### config.mk
export PLATFORM = sky130hd
export DESIGN_NAME = msr_shift_engine
export DESIGN_NICKNAME = d
export VERILOG_FILES = /design/src/rtl/msr_pkg.sv /design/src/rtl/msr_shift_engine.sv
export SDC_FILE = /design/constraint.sdc
export NUM_CORES = 1
export LEC_CHECK = 0
export BUFFER_PORTS_ARGS = -buffer_cell sky130_fd_sc_hd__buf_2
export CORE_MARGIN = 5
export CORE_UTILIZATION = 40
export DETAILED_ROUTE_END_ITERATION = 8
export PLACE_DENSITY = 0.69
export SYNTH_ARGS = -nofsm -noshare
export SYNTH_HDL_FRONTEND = slang
export SYNTH_SLANG_ARGS = --single-unit
### constraint.sdc
create_clock -name clk -period 2.9 [get_ports clk]
set_clock_uncertainty 0.1 [all_clocks]
set_input_delay 0.58 -clock clk [delete_from_list [all_inputs] [get_ports clk]]
set_output_delay 0.58 -clock clk [all_outputs]
set_load 0.02 [all_outputs]
### src/rtl/msr_pkg.sv
// Shared types and the single-step shift/rotate datapath for msr_shift_engine.
// msr_step works on a MSR_MAX_W-wide container; the live register occupies the low w bits.
package msr_pkg;

   localparam int unsigned MSR_MAX_W = 64;

   typedef enum logic [2:0] {
      MSR_HOLD = 3'b000,
      MSR_SHR  = 3'b001,
      MSR_ROR  = 3'b010,
      MSR_SHR2 = 3'b011,
      MSR_SHL  = 3'b100,
      MSR_ROL  = 3'b101,
      MSR_ASR  = 3'b110,
      MSR_LOAD = 3'b111
   } msr_mode_e;

   typedef enum logic [1:0] {
      ST_IDLE = 2'd0,
      ST_RUN  = 2'd1,
      ST_DONE = 2'd2
   } msr_state_e;

   // Returns {sout, q_next}. Bits of q at or above w must be zero and stay zero.
   // HOLD and LOAD return q unchanged; the caller owns the LOAD path and sout retention.
   function automatic logic [MSR_MAX_W:0] msr_step(input logic [MSR_MAX_W-1:0] q,
                                                    input logic s_in,
                                                    input msr_mode_e mode,
                                                    input int unsigned w);
      logic [MSR_MAX_W-1:0] one;
      logic [MSR_MAX_W-1:0] top;
      logic [MSR_MAX_W-1:0] all_m;
      logic [MSR_MAX_W-1:0] fill;
      logic [MSR_MAX_W-1:0] nq;
      logic                 msb;
      logic                 so;
      one   = {{(MSR_MAX_W-1){1'b0}}, 1'b1};
      top   = one << (w - 1);
      all_m = ~({MSR_MAX_W{1'b1}} << w);
      fill  = s_in ? top : '0;
      msb   = |(q & top);
      nq    = q;
      so    = 1'b0;
      case (mode)
         MSR_SHR:  begin nq = (q >> 1) | fill;                         so = q[0]; end
         MSR_ROR:  begin nq = (q >> 1) | (q[0] ? top : '0);            so = q[0]; end
         MSR_SHR2: begin nq = (q >> 2) | fill | (fill >> 1);           so = q[1]; end
         MSR_SHL:  begin nq = ((q << 1) | (s_in ? one : '0)) & all_m;  so = msb;  end
         MSR_ROL:  begin nq = ((q << 1) | (msb ? one : '0)) & all_m;   so = msb;  end
         MSR_ASR:  begin nq = (q >> 1) | (msb ? top : '0);             so = q[0]; end
         default:  begin nq = q;                                       so = 1'b0; end
      endcase
      return {so, nq};
   endfunction

endpackage

### src/rtl/msr_shift_engine.sv
// Multi-mode shift/rotate register stepped by an IDLE/RUN/DONE sequencer.
// WIDTH must lie in 2..MSR_MAX_W; state is exported for observation.
module msr_shift_engine
   import msr_pkg::*;
#(
   parameter int WIDTH = 8,
   parameter int AMT_W = 4
) (
   input  logic             clk,
   input  logic             Re,
   input  logic             start,
   input  logic [2:0]       mode,
   input  logic [AMT_W-1:0] amount,
   input  logic [WIDTH-1:0] ld_data,
   input  logic             sIn,
   output logic [WIDTH-1:0] Q,
   output logic             sOut,
   output logic             busy,
   output logic             done,
   output msr_state_e       state
);

   // Handshake: start is honoured only on an edge where state==IDLE; busy is high
   // exactly while steps remain, and done pulses for one cycle when they are exhausted.

   logic [MSR_MAX_W-1:0] q_full;
   logic [MSR_MAX_W-1:0] ld_ext;
   logic [MSR_MAX_W:0]   step_res;
   logic [WIDTH-1:0]     ld_q;
   logic [AMT_W-1:0]     count;
   msr_mode_e            mode_q;

   always_comb begin
      ld_ext              = '0;
      ld_ext[WIDTH-1:0]   = ld_q;
      step_res            = msr_step(q_full, sIn, mode_q, WIDTH);
   end

   assign Q = q_full[WIDTH-1:0];

   always_ff @(posedge clk or negedge Re) begin
      if (!Re) begin
         q_full <= '0;
         ld_q   <= '0;
         count  <= '0;
         mode_q <= MSR_HOLD;
         sOut   <= 1'b0;
         busy   <= 1'b0;
         done   <= 1'b0;
         state  <= ST_IDLE;
      end else begin
         case (state)
            ST_IDLE: begin
               if (start) begin
                  mode_q <= msr_mode_e'(mode);
                  ld_q   <= ld_data;
                  // LOAD always runs one step, even when amount is zero.
                  if (msr_mode_e'(mode) == MSR_LOAD) begin
                     count <= AMT_W'(1);
                     busy  <= 1'b1;
                     state <= ST_RUN;
                  end else if (amount == '0 || msr_mode_e'(mode) == MSR_HOLD) begin
                     count <= '0;
                     done  <= 1'b1;
                     state <= ST_DONE;
                  end else begin
                     count <= amount;
                     busy  <= 1'b1;
                     state <= ST_RUN;
                  end
               end
            end
            ST_RUN: begin
               if (mode_q == MSR_LOAD) begin
                  q_full <= ld_ext;
               end else begin
                  q_full <= step_res[MSR_MAX_W-1:0];
                  sOut   <= step_res[MSR_MAX_W];
               end
               count <= count - 1'b1;
               if (count == AMT_W'(1)) begin
                  busy  <= 1'b0;
                  done  <= 1'b1;
                  state <= ST_DONE;
               end
            end
            ST_DONE: begin
               done  <= 1'b0;
               state <= ST_IDLE;
            end
            default: begin
               busy  <= 1'b0;
               done  <= 1'b0;
               state <= ST_IDLE;
            end
         endcase
      end
   end

endmodule

==> reports/qor.csv, run 1 <==
metric;value;unit
antennaDiodeCount;0;
postSynthCellCount;168;
cp_max_fo;26;
worstMarginPinSlew;0.925;ns
drtAntennaViolNets;0;
finalHoldViolCount;0;
timing.fmax;531;MHz
intPower;1.31;mW
vias;1293;
postSynthAreaPerCell;9.73;um^2
mostFrequentLayoutCell;buf_2;
grt_pass1_vias;1293;
reg2regPathDepth;4;
r2r_slack;1.02;ns
startpoint_type;flip-flop;
wirelength;3.35;mm
clk_latency;0.27;ns
crit_arrival;1.97;ns
async_flop_share;100;%
cts-root-buf;clkbuf_8;
ctsResizeCount;0;
n_fill_cell;400;
grt_start_max_net_pins;29;
gp_congestion;0.788;
ys_warn_count;0;
cts.sinks;28;
wire_per_inst;13.7;um
cts_buffer_depth;2;
syn_to_final_growth;15.6;%
seq_area_frac_synth;42.9;%
hold_path_class;input port to async pin;
fp.dieW;73.9;um
final_nets;217;
worst_setup_path_end_kind;flip-flop;
rr_endpoint;q_full[0]$_DFFE_PN0P_;
numPortBuffers;31;
cts_made_buffers;3;
dr.first_iter.drc_count;60;
r2r_start;mode_q[2]$_DFFE_PN0P_;
synth_edf_count;0;
drv_cap;0;
grt_overflow;0;
drive_gt1_share;30.3;%
finalCriticalPeriod;1.88;ns
die_h;73.9;um
ir_drop;0.353;mV
maxSlewViolCount;0;
ys.flop_type;dfrtp_1;
layout_common_cells;buf_2 (31), dfrtp_1 (28), mux2_2 (17), nand2_1 (17), o21ai_0 (15);
ys_seq_elements;28;
combPwrFrac;46.5;%
p_sw_share;42.0;%
status;complete, no violations;
power_frac_seq;39.9;%
rows;23;
critPathKind;flip-flop to flip-flop;
path_clk_slew;0.10;ns
fp.dieArea;5460;um^2
yosys.cell_types.count;38;
postCtsHoldBufs;0;
cts_setup_buffers;0;
fin_total_pwr;2.27;mW
final_cells;245;
netlist_area;1630;um^2
timing.final.crit_share;65.0;%
grt_pass1_wl;5.99;mm
relSlewSlack;38.4;%
synth_fp_nets;189;
rsz0062_at_grt;false;
setup_violations;0;
track_usage;13.9;%
tritoncts;built;
placed_cells;241;
p_leak;0.869;nW
hpwl;2.44;mm
ios;32;
cts_max_level;1;
p_per_area;1200;nW/um^2
antenna_found_initial;0;
pwr-share-clk;13.6;%
dr.pass1.iters;4;
worst_ep_required_time;2.99;ns
final_core_util;47.6;%
initial_core_util;41.1;%
drc_errors;0;
switchingPower;0.952;mW
tns;0;ns
via_per_inst;5.28;
coreArea;3970;um^2
-- logic make-up after synthesis --
family          Yosys count  synth area share [%]
xor+xnor                  1                 0.536
compound gates           43                  16.2
simple gates             50                  15.4
mux                      29                  19.1
fa+ha+maj                 2                  1.53
buf+inv                  15                  4.36
flops                    28                  42.9
-- critical path: stages (launching register included) --
cell	delay [ns]
dfrtp_1	0.96
nor2b_1	0.17
mux2i_1	0.18
a221oi_1	0.11
o31ai_1	0.27
-- flip-flops by register name, summed over array words and instances, names as in the netlist --
name / cells
done: 1
mode_q: 3
ld_q: 8
sOut: 1
count: 4
busy: 1
q_full: 8
state: 2
-- power by group through the flow --
stage / clock, mW / combinational [mW] / sequential (mW)
CTS: 0.320 / 1.07 / 0.906
detailed placement: 0 / 1.06 / 0.915
global placement: 0 / 1.05 / 0.913
floorplan: 0 / 0.895 / 0.816
global route: 0.335 / 1.21 / 0.954
finish: 0.308 / 1.05 / 0.904
-- stage by stage --
step | setup slack (ns) | cell area [um^2] | hold WS (ns)
floorplan | 1.13 | 1630 | 0.184
global placement | 0.998 | 1820 | 0.393
detailed placement | 0.980 | 1820 | 0.392
CTS | 0.977 | 1890 | 0.233
global route | 0.835 | 1890 | 0.269
finish | 1.02 | 1890 | 0.214
-- per-layer routing --
metal / part of all wire, % / up-vias / global-route usage [%]
met4: 0.75 / 0 / 4.83
met3: 2.8 / 4 / 2.46
li1: - / 660 / -
met2: 48 / 15 / 22.2
met5: 0 / - / 0
met1: 48 / 614 / 18.8
-- worst max path at each step --
| stage | to | startpoint | cells after the start |
|---|---|---|---|
| 3_3_place_gp | busy$_DFFE_PN0P_ | amount[1] | 5 |
| 2_1_floorplan | busy$_DFFE_PN0P_ | amount[1] | 4 |
| 4_1_cts | q_full[0]$_DFFE_PN0P_ | mode_q[2]$_DFFE_PN0P_ | 4 |
| 5_1_grt | q_full[0]$_DFFE_PN0P_ | mode_q[2]$_DFFE_PN0P_ | 4 |
| 6_report | q_full[0]$_DFFE_PN0P_ | mode_q[2]$_DFFE_PN0P_ | 4 |
| 3_5_place_dp | busy$_DFFE_PN0P_ | amount[1] | 5 |
-- cell usage after synthesis, drive strengths merged (3+ instances only) --
library cell | n | area share [%]
o21ai | 17 | 5.4
inv | 4 | 0.92
clkbuf | 3 | 0.69
nor3b | 3 | 1.7
a21oi | 11 | 3.4
mux2 | 17 | 12
nand2 | 17 | 3.9
nor2 | 11 | 2.5
mux2i | 12 | 7.4
buf | 8 | 2.8
dfrtp | 28 | 43
a31oi | 3 | 1.1
nand2b | 3 | 1.1
nand3 | 4 | 1.2
-- cell type report --
cell class / count / area, um^2 / share of cell area, %
Clock buffer: 3 / 41.3 / 2.19
Inverter: 4 / 15.0 / 0.795
Timing Repair Buffer: 34 / 178 / 9.40
Clock inverter: 1 / 30.0 / 1.59
Multi-Input combinational cell: 125 / 862 / 45.6
Tap cell: 50 / 62.6 / 3.31
Sequential cell: 28 / 701 / 37.1
No activity file was read; power rests on OpenSTA's default activity.
==> inputs of run 2 (changes only) <==
- PLACE_DENSITY: 0.69 -> 0.71
- clock period: 2.9 -> 1.55 ns (I/O delays scaled with it)
==> run 2 against run 1 <==
- cell area is 12% higher
- sequential power is 62% higher
- combinational power grew to 2.6 times the previous value
- first-iteration DRC count is 72% higher
- final cell count is 6.9% higher
- total power is 110% higher
- die area stayed put
- utilization is 5.5 points higher
- maximum frequency is 27% higher
- critical path type unchanged
- critical endpoint is now ld_q[2]$_DFFE_PN0P_
==> reports/qor.csv, run 2 (same netlist as run 1, synthesis figures left out) <==
metric;value;unit;change
status;complete, no violations;;
path_clk_slew;0.10;ns;about the same
final_core_util;53.1;%;+5.5 points
drv_cap;0;;unchanged
cts_made_buffers;3;;unchanged
crit_arrival;1.55;ns;-0.42 ns
grt_overflow;0;;unchanged
drtAntennaViolNets;0;;unchanged
hpwl;2.71;mm;+11%
worst_setup_path_end_kind;flip-flop;;
tritoncts;built;;
finalHoldViolCount;0;;unchanged
final_nets;234;;+7.8%
hold_path_class;input port to flip-flop;;
cts.sinks;28;;unchanged
startpoint_type;flip-flop;;
rows;23;;unchanged
cp_max_fo;6;;-77%
die_h;73.9;um;unchanged
final_cell_area;2110;um^2;+12%
fp.dieArea;5460;um^2;unchanged
grt_pass1_vias;1357;;+4.9%
drc_errors;0;;unchanged
cp_slowest_cell;dfrtp_2;;
dpl_cell_area;2020;um^2;+11%
dr.pass1.iters;4;;unchanged
track_usage;14.3;%;+0.48 points
final_cells;262;;+6.9%
clk_latency;0.28;ns;about the same
timing.final.crit_share;95.6;%;+31 points
hold_ws;0.156;ns;-0.0585 ns
syn_to_final_growth;29.1;%;
via_per_inst;5.23;;-0.92%
fp.dieW;73.9;um;unchanged
numPortBuffers;31;;unchanged
critPathKind;flip-flop to flip-flop;;
worstMarginPinSlew;0.471;ns;-0.453 ns
slowest_delay;0.45;ns;-0.51 ns
timing.fmax;675;MHz;+27%
crit_family;flip-flops;;
p_leak;0.994;nW;+14%
grt_start_max_net_pins;27;;-6.9%
setup_violations;0;;unchanged
antenna_found_initial;0;;unchanged
worstPathCellList;nor3b_4 > buf_4 > mux2_4;;
top_regs;ld_q (8), q_full (8), count (4);;
worst-path-buf-inv;1;;+1
mostFrequentLayoutCell;buf_2;;
wire_per_inst;13.7;um;about the same
layout_common_cells;buf_2 (31), dfrtp_1 (26), nand2_1 (17);;
maxSlewViolCount;0;;unchanged
wirelength;3.58;mm;+7.0%
ir_drop;0.946;mV;+170%
ios;32;;unchanged
grt_pass1_wl;6.08;mm;+1.5%
rsz0062_at_grt;false;;
p_per_area;2240;nW/um^2;+87%
gp_congestion;0.809;;+2.7%
relSlewSlack;68.6;%;+30 points
vias;1370;;+6.0%
initial_core_util;41.1;%;unchanged
dr.first_iter.drc_count;103;;+72%
cts_buffer_depth;2;;unchanged
drive_gt1_share;36.8;%;+6.5 points
cts_max_level;1;;unchanged
cts-root-buf;clkbuf_8;;
antennaDiodeCount;0;;unchanged
placed_cells;257;;+6.6%
worst_ep_required_time;1.62;ns;-1.37 ns
finalCriticalPeriod;1.48;ns;-0.403 ns
coreArea;3970;um^2;unchanged
==> run 2: layer usage <==
layer  GRT usage [%]  wire (um)  up-vias  part of all wire, %
li1                -          -      697                    -
met4            5.43         58        0                  1.6
met2            24.1       1750       21                   49
met5               0          0        -                    0
met1            18.6       1690      647                   47
met3            2.05         81        5                  2.3
==> run 2: repair_timing <==
item / in CTS / in global routing
endpoints found under the hold margin: 12 / 0
resized for setup: 0 / 2
endpoints found under the setup margin: 0 / 5
buffers inserted: 0 / 0
hold buffers: 1 / 0
==> run 2: worst register-to-register path, delay by kind of cell, from the launching register on <==
family | cells | cell delay [ns]
flip-flops | 1 | 0.45
buffers and inverters | 1 | 0.23
AND/OR/NAND/NOR | 1 | 0.29
multiplexers | 1 | 0.31
==> run 2: final timing paths <==
path                       depth (start not counted)                    end                  from  slack, ns
hold reg to reg                                    1       busy$_DFFE_PN0P_      busy$_DFFE_PN0P_       0.40
setup reg to reg                                   3    ld_q[2]$_DFFE_PN0P_  state[1]$_DFFE_PN0P_       0.07
max in group asynchronous                          3  mode_q[2]$_DFFE_PN0P_                    Re       0.59
min in group asynchronous                          2       busy$_DFFE_PN0P_                    Re       0.37
setup / recovery                                   3    ld_q[2]$_DFFE_PN0P_  state[1]$_DFFE_PN0P_       0.07
hold / removal                                     2    ld_q[1]$_DFFE_PN0P_            ld_data[1]       0.16
==> run 2: final cells by class <==
cell class | instances | area [um^2]
sequential | 28 | 703
tap | 50 | 62.6
timing repair buffer | 51 | 358
inverter | 4 | 15.0
clock inverter | 1 | 30.0
fill | 371 | 1860
multi-input combinational | 125 | 900
clock buffer | 3 | 41.3
==> run 2: through the flow <==
step | setup slack [ns] | power [mW] | TNS, ns
final | 0.0684 | 4.72 | 0
after global routing | 0.0253 | 5.11 | 0
after CTS | 0.0349 | 4.75 | 0
after detailed placement | -0.0997 | 4.16 | -0.220
after global placement | -0.0801 | 4.11 | -0.172
after floorplan | -0.0430 | 3.34 | -0.301
==> run 2: where the power goes <==
group | total, mW | switching (mW) | leakage [nW] | internal, mW
logic | 2.69 | 1.31 | 0.623 | 1.37
clock network | 0.580 | 0.234 | 0.0357 | 0.346
registers | 1.46 | 0.355 | 0.335 | 1.10
total | 4.72 | 1.90 | 0.994 | 2.82
==> inputs of run 3 (changes only) <==
- CORE_UTILIZATION: 40 -> 45
- PLACE_DENSITY: 0.71 -> 0.78
==> run 3 against run 2 <==
- combinational power barely moved
- worst setup slack worse by 0.014 ns
- clock-buffer cell count up 1
- clock power down 38%
- critical path type is now flip-flop to output port
- largest power group unchanged
- highest routed layer unchanged
==> reports/qor.csv, run 3 (same netlist as run 1, synthesis figures left out) <==
metric;value;unit;change
status;complete, no violations;;
dr.pass1.iters;4;;unchanged
worstMarginPinSlew;0.319;ns;-0.152 ns
p_leak;0.986;nW;-0.80%
timing.fmax;668;MHz;-0.96%
ir_drop;1.13;mV;+19%
holdCritStartpoint;ld_data[1];;
hold_path_class;input port to flip-flop;;
cts_buffer_depth;2;;unchanged
gp_congestion;0.903;;+12%
vias;1417;;+3.4%
fin_total_pwr;4.55;mW;-3.7%
drtAntennaViolNets;0;;unchanged
initial_core_util;47.8;%;+6.7 points
drc_errors;0;;unchanged
hold_end;ld_q[1]$_DFFE_PN0P_;;
setup_violations;0;;unchanged
tritoncts;built;;
min_path_cells;2;;unchanged
finalHoldViolCount;0;;unchanged
dpl_cell_area;2000;um^2;-1.4%
cts-root-buf;clkbuf_4;;
drive_gt1_share;37.7;%;+0.88 points
n_fill_cell;273;;-26%
dpl_worst_slack;-0.132;ns;-0.0321 ns
track_usage;15.7;%;+1.4 points
crit_family;flip-flops;;
hpwl;2.83;mm;+4.4%
worst_setup_path_end_kind;output port;;
critPathKind;flip-flop to output port;;
crit_arrival;1.09;ns;-0.46 ns
numPortBuffers;31;;unchanged
fin_ws;0.0540;ns;-0.0144 ns
fp.dieW;70.3;um;-4.9%
seq_area;703;um^2;unchanged
antenna_found_initial;0;;unchanged
startpoint_type;flip-flop;;
cp_slowest_cell;dfrtp_2;;
wire_per_inst;14.4;um;+5.6%
cts_made_buffers;3;;unchanged
worst-path-buf-inv;2;;+1
coreArea;3420;um^2;-14%
rows;21;;-8.7%
grt_overflow;0;;unchanged
worst_ep_required_time;1.14;ns;-0.48 ns
critPathLaunch;state[1]$_DFFE_PN0P_;;
cts_max_level;1;;unchanged
final_core_util;60.9;%;+7.8 points
hold_ws;0.0932;ns;-0.0627 ns
wirelength;3.77;mm;+5.2%
worstPathCellList;buf_6 > buf_4;;
maxSlewViolCount;0;;unchanged
r2r_start;state[1]$_DFFE_PN0P_;;
layout_common_cells;buf_2 (29), dfrtp_1 (26), buf_4 (20);;
final_cell_area;2080;um^2;-1.4%
grt_pass1_wl;6.43;mm;+5.8%
finalCriticalPeriod;1.50;ns;+0.0144 ns
die_h;70.3;um;-4.9%
r2r_slack;0.09;ns;+0.02 ns
ios;32;;unchanged
top_regs;ld_q (8), q_full (8), count (4);;
dr.first_iter.drc_count;121;;+17%
path_clk_slew;0.15;ns;+0.05 ns
mostFrequentLayoutCell;buf_2;;
p_per_area;2190;nW/um^2;-2.4%
antennaDiodeCount;0;;unchanged
syn_to_final_growth;27.3;%;
via_per_inst;5.43;;+3.8%
drv_cap;0;;unchanged
relSlewSlack;78.7;%;+10 points
final_nets;237;;+1.3%
fp.dieArea;4940;um^2;-9.6%
rr_endpoint;q_full[3]$_DFFE_PN0P_;;
timing.final.crit_share;96.5;%;+0.93 points
grt_start_max_net_pins;27;;unchanged
grt_pass1_vias;1373;;+1.2%
cts.sinks;28;;unchanged
multi_input_area;908;um^2;+0.97%
reg2regPathDepth;4;;+1
clk_latency;0.33;ns;+0.05 ns
cp_max_fo;8;;+2
slowest_delay;0.46;ns;about the same
-- run 3: cell types whose count changed in the layout (fill, tap and decap cells not counted), sizes merged --
cell / previous run / this run
bufinv: 1 / 0
clkbuf: 3 / 4
buf: 50 / 53
-- run 3: final cells by class --
type                    instances  area share [%]
flip-flops and latches         28            33.8
well taps                      46            2.77
multi-input cells             125            43.7
clock buffers                   4            1.74
inverters                       4           0.722
repair buffers                 54            17.3
-- run 3: worst max-delay path by stage --
stage	depth (start not counted)	slack, ns	end
global route	4	-0.001	q_full[5]$_DFFE_PN0P_
finish	2	0.05	state[1]
CTS	2	0.004	state[0]
global placement	5	-0.09	state[0]$_DFFE_PN0P_
detailed placement	5	-0.13	busy$_DFFE_PN0P_
floorplan	4	-0.04	ld_q[0]$_DFFE_PN0P_
-- run 3: worst reg2reg max path: cells and delay by family (launching register included) --
family,cells,cell delay (ns)
AOI/OAI and AO/OA,2,0.32
buffers and inverters,1,0.17
DFF,1,0.46
and+or+nand+nor,1,0.33
-- run 3: layer usage --
layer  global-route usage [%]  routed length, um
met1                     20.6               1690
met2                     25.8               1850
met3                     4.02                157
met4                     4.04                 67
met5                        0                  0
-- run 3: where the power goes --
part / switching (mW) / internal, mW
clock network: 0.216 / 0.144
logic: 1.32 / 1.37
registers: 0.401 / 1.10
total: 1.94 / 2.61
-- run 3: repair_timing --
item,CTS,global route
hold buffers,1,0
buffers inserted,0,1
gates resized for setup,0,8
endpoints found under the setup margin,0,7
endpoints found under the hold margin,12,0
-- run 3: stage by stage --
step                      TNS (ns)  cells
after floorplan             -0.301    168
after global placement      -0.177    255
after detailed placement    -0.271    255
after CTS                        0    260
after global routing      -0.00120    261
final                            0    261
